### config.mk
export PLATFORM = sky130hd
export DESIGN_NAME = temporal_encoder
export DESIGN_NICKNAME = d
export VERILOG_FILES = /design/src/rtl/temporal_encoder_pkg.sv /design/src/rtl/temporal_encoder_spike_gen.sv /design/src/rtl/temporal_encoder.sv
export SDC_FILE = /design/constraint.sdc
export NUM_CORES = 1
export LEC_CHECK = 0
export BUFFER_PORTS_ARGS = -buffer_cell sky130_fd_sc_hd__clkbuf_2
export CORE_MARGIN = 2
export CORE_UTILIZATION = 58
export DETAILED_ROUTE_END_ITERATION = 7
export PLACE_DENSITY = 0.92
export SKIP_LAST_GASP = 1
export SLEW_MARGIN = 20
export SYNTH_ARGS = -nofsm -noshare
export SYNTH_HDL_FRONTEND = slang
export SYNTH_SLANG_ARGS = --single-unit
### constraint.sdc
create_clock -name aclk -period 3.5 [get_ports aclk]
set_clock_uncertainty 0.15 [all_clocks]
set_input_delay 0.7 -clock aclk [delete_from_list [all_inputs] [get_ports aclk]]
set_output_delay 0.7 -clock aclk [all_outputs]
set_load 0.1 [all_outputs]
### src/rtl/temporal_encoder_pkg.sv
// Shared types and default geometry for the race-logic temporal encoder.
// STEP_MODE_EN (optional macro) selects step spikes instead of fixed-width pulses.
package temporal_pkg;

  localparam int GAMMA_CYCLE_WIDTH = 16;
  localparam int PULSE_WIDTH       = 8;
  localparam int N_CH              = 4;
  localparam int VAL_W             = $clog2(GAMMA_CYCLE_WIDTH) + 1;
  localparam int CNT_W             = $clog2(PULSE_WIDTH + 1);

  typedef logic [VAL_W-1:0] phase_t;

  // Any value at or above the window length never matches a phase.
  localparam phase_t NO_SPIKE   = phase_t'(GAMMA_CYCLE_WIDTH);
  localparam phase_t LAST_PHASE = phase_t'(GAMMA_CYCLE_WIDTH - 1);

  typedef enum logic [1:0] {
    IDLE  = 2'd0,
    RESET = 2'd1,
    RUN   = 2'd2
  } enc_state_e;

endpackage

### src/rtl/temporal_encoder_spike_gen.sv
// Per-channel spike generator: raises its spike when the upcoming phase equals its value.
// STEP_MODE_EN defined: spike holds to the end of the window; otherwise a saturating pulse.
module spike_gen
  import temporal_pkg::*;
#(
  parameter int PW = PULSE_WIDTH,
  parameter int VW = VAL_W
) (
  input  logic          aclk,
  input  logic          grst,
  input  logic [VW-1:0] phase,
  input  logic          start,
  input  logic          last,
  input  logic          active,
  input  logic          clear,
  input  logic [VW-1:0] value,
  output logic          spike
);

  localparam int CW = $clog2(PW + 1);

  logic [VW-1:0] phase_next;
  logic          advance;
  logic          hit;
  logic          hold_ok;
  logic          spike_reg;
  logic [CW-1:0] cnt_reg;

  // The spike register is updated together with the phase register, so it
  // is compared against the phase that will be visible next cycle.
  assign phase_next = start ? '0 : phase + VW'(1);
  assign advance    = !clear && (start || (active && !last));
  assign hit        = (value == phase_next);

`ifdef STEP_MODE_EN
  assign hold_ok = 1'b1;
`else
  assign hold_ok = (cnt_reg != CW'(PW));
`endif

  always_ff @(posedge aclk or posedge grst) begin
    if (grst) begin
      spike_reg <= 1'b0;
      cnt_reg   <= '0;
    end else if (!advance) begin
      spike_reg <= 1'b0;
      cnt_reg   <= '0;
    end else if (hit) begin
      spike_reg <= 1'b1;
      cnt_reg   <= CW'(1);
    end else if (spike_reg && hold_ok) begin
      spike_reg <= 1'b1;
      if (cnt_reg != CW'(PW))
        cnt_reg <= cnt_reg + CW'(1);
    end else begin
      spike_reg <= 1'b0;
    end
  end

  assign spike = spike_reg;

endmodule

### src/rtl/temporal_encoder.sv
// Temporal (race-logic) encoder: one gamma window per accepted value vector.
// STEP_MODE_EN (optional macro, in spike_gen) switches all channels to step spikes.
module temporal_encoder
  import temporal_pkg::*;
(
  input  logic                  aclk,
  input  logic                  grst,
  input  logic                  in_valid,
  output logic                  in_ready,
  input  logic [N_CH*VAL_W-1:0] in_vals,
  input  logic                  abort,
  output logic                  gamma_rst,
  output logic [N_CH-1:0]       spikes,
  output logic [VAL_W-1:0]      phase,
  output logic                  busy
);

  enc_state_e            state_reg;
  phase_t                phase_reg;
  logic [N_CH*VAL_W-1:0] vals_reg;
  logic                  last_phase;
  logic                  accept;

  assign last_phase = (state_reg == RUN) && (phase_reg == LAST_PHASE);
  assign in_ready   = (state_reg == IDLE) || last_phase;
  assign accept     = in_valid && in_ready && !abort;

  always_ff @(posedge aclk or posedge grst) begin
    if (grst) begin
      state_reg <= IDLE;
      phase_reg <= '0;
      vals_reg  <= '0;
    end else if (abort) begin
      state_reg <= IDLE;
      phase_reg <= '0;
    end else begin
      case (state_reg)
        IDLE: begin
          phase_reg <= '0;
          if (accept) begin
            vals_reg  <= in_vals;
            state_reg <= RESET;
          end
        end
        RESET: begin
          phase_reg <= '0;
          state_reg <= RUN;
        end
        RUN: begin
          if (last_phase) begin
            phase_reg <= '0;
            if (accept) begin
              vals_reg  <= in_vals;
              state_reg <= RESET;
            end else begin
              state_reg <= IDLE;
            end
          end else begin
            phase_reg <= phase_reg + phase_t'(1);
          end
        end
        default: begin
          state_reg <= IDLE;
          phase_reg <= '0;
        end
      endcase
    end
  end

  assign gamma_rst = (state_reg == RESET);
  assign busy      = (state_reg != IDLE);
  assign phase     = phase_reg;

  generate
    for (genvar gi = 0; gi < N_CH; gi++) begin : g_ch
      spike_gen #(
        .PW(PULSE_WIDTH),
        .VW(VAL_W)
      ) u_spike_gen (
        .aclk   (aclk),
        .grst   (grst),
        .phase  (phase_reg),
        .start  (state_reg == RESET),
        .last   (last_phase),
        .active (state_reg == RUN),
        .clear  (abort),
        .value  (vals_reg[gi*VAL_W +: VAL_W]),
        .spike  (spikes[gi])
      );
    end
  endgenerate

endmodule

==> results.md <==
- Setup Buffers After CTS: 0
- Status: finished, final reports clean
- Layout area overhead: 10.2%
- Placed Instance Area: 2720 um^2
- Clk buf depth: 2
- PnR worst setup slack: 541 ps
- Mapped Area: 2550 um^2
- Slew @ Worst Pin: 689 ps
- GPL Wtd Cong: 0.831
- Largest cells by area after synthesis: dfrtp_1 46%, nand2_1 9.4%, ha_1 4.9%, xnor2_1 4.1%, nor3_2 3.5%
- Drt drc: 0
- Critical path's slowest cell: dfrtp_1
- Worst setup SP type: flop
- Share of flip-flops with an asynchronous set or reset: 1.00
- Power share of the combinational group: 0.196
- Post-route setup TNS: 0 ps
- Fmax: 0.338 GHz
- Post-layout min period: 2960 ps
- DRT Wirelength: 4.75 mm
- Max VDD drop: 0.266 mV
- Classification of the worst setup path: reg -> out
- DRT antenna net count: 0
- Hold_buf cts: 0
- Design Power: 1.20 mW
- Tot GR Track Use: 0.218
- TritonCTS clock tree: done
- CTS clk-pin slew, worst paths: 80 ps
- Sw Ratio: 0.307
- Synth Warn #: 0
- Crit path arrival time: 2110 ps
- Diodes inserted: 0
- Clk pwr share: 0.272
- Clock Tree Root: clkbuf_8
- Synth top area share: 0.462
- Pre-Repair DR Iteration Count: 4
- Critical path data required time: 2650 ps
- Core Region: 4290 um^2
- Post-detail-place hpwl: 3.59 mm
- Hold Vio Cnt, Final: 0
- Crit-path most repeated cell: ha_1
- # fillers: 349
- CTS Buf Count: 5
- PwrDens: 429 nW/um^2
- CP Cell Sequence: ha_1, and3_1, ha_1, nand2b_1, and2b_1, clkbuf_2
- RSZ-0062 raised after global routing: no
- Core Rows: 24
- Vias in the first global route: 1906
- Number of gates resized after CTS: 0
- Placement Setup Slack: 861 ps
- Largest net degree at the start of global routing: 35
- Syn avg cell area: 9.40 um^2
- Final Net Count: 335
- Die X: 70.3 um
- Worst skew pair latency: 300 ps
- Leakage: 1.36 nW
- Syn nets: 305
- Total gr overflow: 0
- Die area: 4940 um^2
- Die H: 70.3 um
- FF-to-FF Start: phase[0]
- Wire per inst: 13.5 um
- Starting density of the core: 0.593
- Total number of vias: 1963
- Crit-path max cell delay: 510 ps
- P_sw: 369 uW
- Vias per cell: 5.56
- Delay-heaviest family, CP: flip-flops
- Register area share after synthesis: 0.462
- Max Cap Viol: 0
- Critical path fanouts, max: 13
- CP endpoint kind: output pin
- Initial antenna violation count: 0
- Initial drt markers: 90
- Number of flip-flops in the largest register: 20
- First-pass GRT wire length: 8.52 mm
- Max_slew headroom: 0.539
- Cell area after layout: 2810 um^2
- Flop pwr share: 0.532
- CTS H-tree depth: 2
- Yosys cell types: 37
- CP startpoint: phase[0]
- Post-synth EDFFs: 0
- Synth Instances: 271
- Final worst-path cycle share: 0.845
- I/O Pins: 36
- Port bufs: 35
- Hold Crit Class: in -> async
- Primary flip-flop cell chosen by synthesis mapping: dfrtp_1
- Worst Path Buf+Inv: 1
- Slew Limit Fails: 0
- Clock sinks: 47
- Worst hold margin: 264 ps
- Int Pwr: 833 uW
- Final setup violation count: 0
- Layout cells sized above 1: 0.209
- Largest area contributor in the netlist: dfrtp_1
- Synthesized flop and latch total: 47
## stage by stage
step,util,cells
2_1_floorplan,-,271
3_3_place_gp,0.633,346
3_5_place_dp,0.633,346
4_1_cts,0.653,353
5_1_grt,0.653,353
6_report,0.653,353
## synth_stat cells, types with 2 or more instances
| cell type | number |
|---|---|
| nand2_1 | 64 |
| dfrtp_1 | 47 |
| inv_1 | 17 |
| o21ai_0 | 13 |
| xnor2_1 | 12 |
| a21oi_1 | 10 |
| ha_1 | 10 |
| nor2_1 | 10 |
| nor3_2 | 9 |
| nand4_1 | 8 |
| xor2_1 | 8 |
| or3_1 | 6 |
| buf_2 | 5 |
| a31oi_1 | 4 |
| buf_4 | 4 |
| clkbuf_1 | 4 |
| mux2i_1 | 4 |
| nor3_1 | 4 |
| and4_4 | 3 |
| and4b_1 | 3 |
| nand3_1 | 3 |
| nor4b_1 | 3 |
| o32ai_1 | 3 |
| and3_1 | 2 |
| nand2b_1 | 2 |
| o311a_1 | 2 |
## cell usage in the layout, fill, tap and decap left out, drive strengths merged
cell type and instances:
and3 2, nor4b 3, xor2 8, or2 1
nand4 8, nand2 64, o21ai 13, nand3b 1
xnor2 12, nand3 3, o32ai 4, nor2b 1
clkbuf 41, clkinv 2, a21oi 10, o311a 2
a31oi 4, o21bai 1, and4 4, nor2 11
buf 4, inv 16, mux2i 4, and2b 1
nor3 13, ha 10, or3 6, dfrtp 47
and4b 3, nand2b 2
## power groups by stage
stage | Combinational (mW) | Clock, mW | Sequential [mW]
2_1_floorplan | 0.189 | 0 | 0.637
3_3_place_gp | 0.227 | 0 | 0.646
3_5_place_dp | 0.235 | 0 | 0.649
4_1_cts | 0.237 | 0.330 | 0.639
5_1_grt | 0.263 | 0.356 | 0.648
6_report | 0.236 | 0.327 | 0.639
## kinds of logic (layout without fill, tap and decap cells)
family          Yosys count  count (layout)  share of synthesized area
simple gates            123             123                      0.258
flops                    47              47                      0.462
compound gates           34              34                     0.0826
buf+inv                  33              63                     0.0644
xor+xnor                 20              20                     0.0688
fa+ha+maj                10              10                     0.0491
mux                       4               4                     0.0157
## layout make-up
type | count | area, um^2 | area share
clock buffers | 6 | 82.6 | 0.0294
clock inverters | 1 | 5.00 | 0.00178
inverters | 17 | 65.1 | 0.0232
multi-input cells | 191 | 1210 | 0.430
flip-flops and latches | 47 | 1180 | 0.419
well taps | 52 | 65.1 | 0.0232
repair buffers | 39 | 205 | 0.0731
## worst paths after layout
kind	endpoint	slack, ps	cells after the start
setup / recovery	in_ready	540	6
hold / removal	g_ch[1].u_spike_gen.spike	260	2
setup reg to reg	g_ch[0].u_spike_gen.cnt_reg[2]	960	8
hold reg to reg	vals_reg[8]	350	2
max in group asynchronous	vals_reg[10]	2340	3
min in group aclk	vals_reg[8]	350	2
## worst reg2reg max path: cells and delay by family (launching register included)
| kind | cells | cell delay [ps] |
|---|---|---|
| adders and majority gates | 2 | 690 |
| and+or+nand+nor | 4 | 860 |
| AOI/OAI and AO/OA | 2 | 230 |
| DFF | 1 | 510 |
## layer usage
| layer | track usage | vias to the layer above | share of wire |
|---|---|---|---|
| li1 | - | 972 | - |
| met4 | 0.0876 | 0 | 0.014 |
| met3 | 0.0548 | 8 | 0.053 |
| met1 | 0.282 | 925 | 0.44 |
| met5 | 0 | - | 0 |
| met2 | 0.351 | 58 | 0.49 |
No activity file was read; power rests on OpenSTA's default activity.
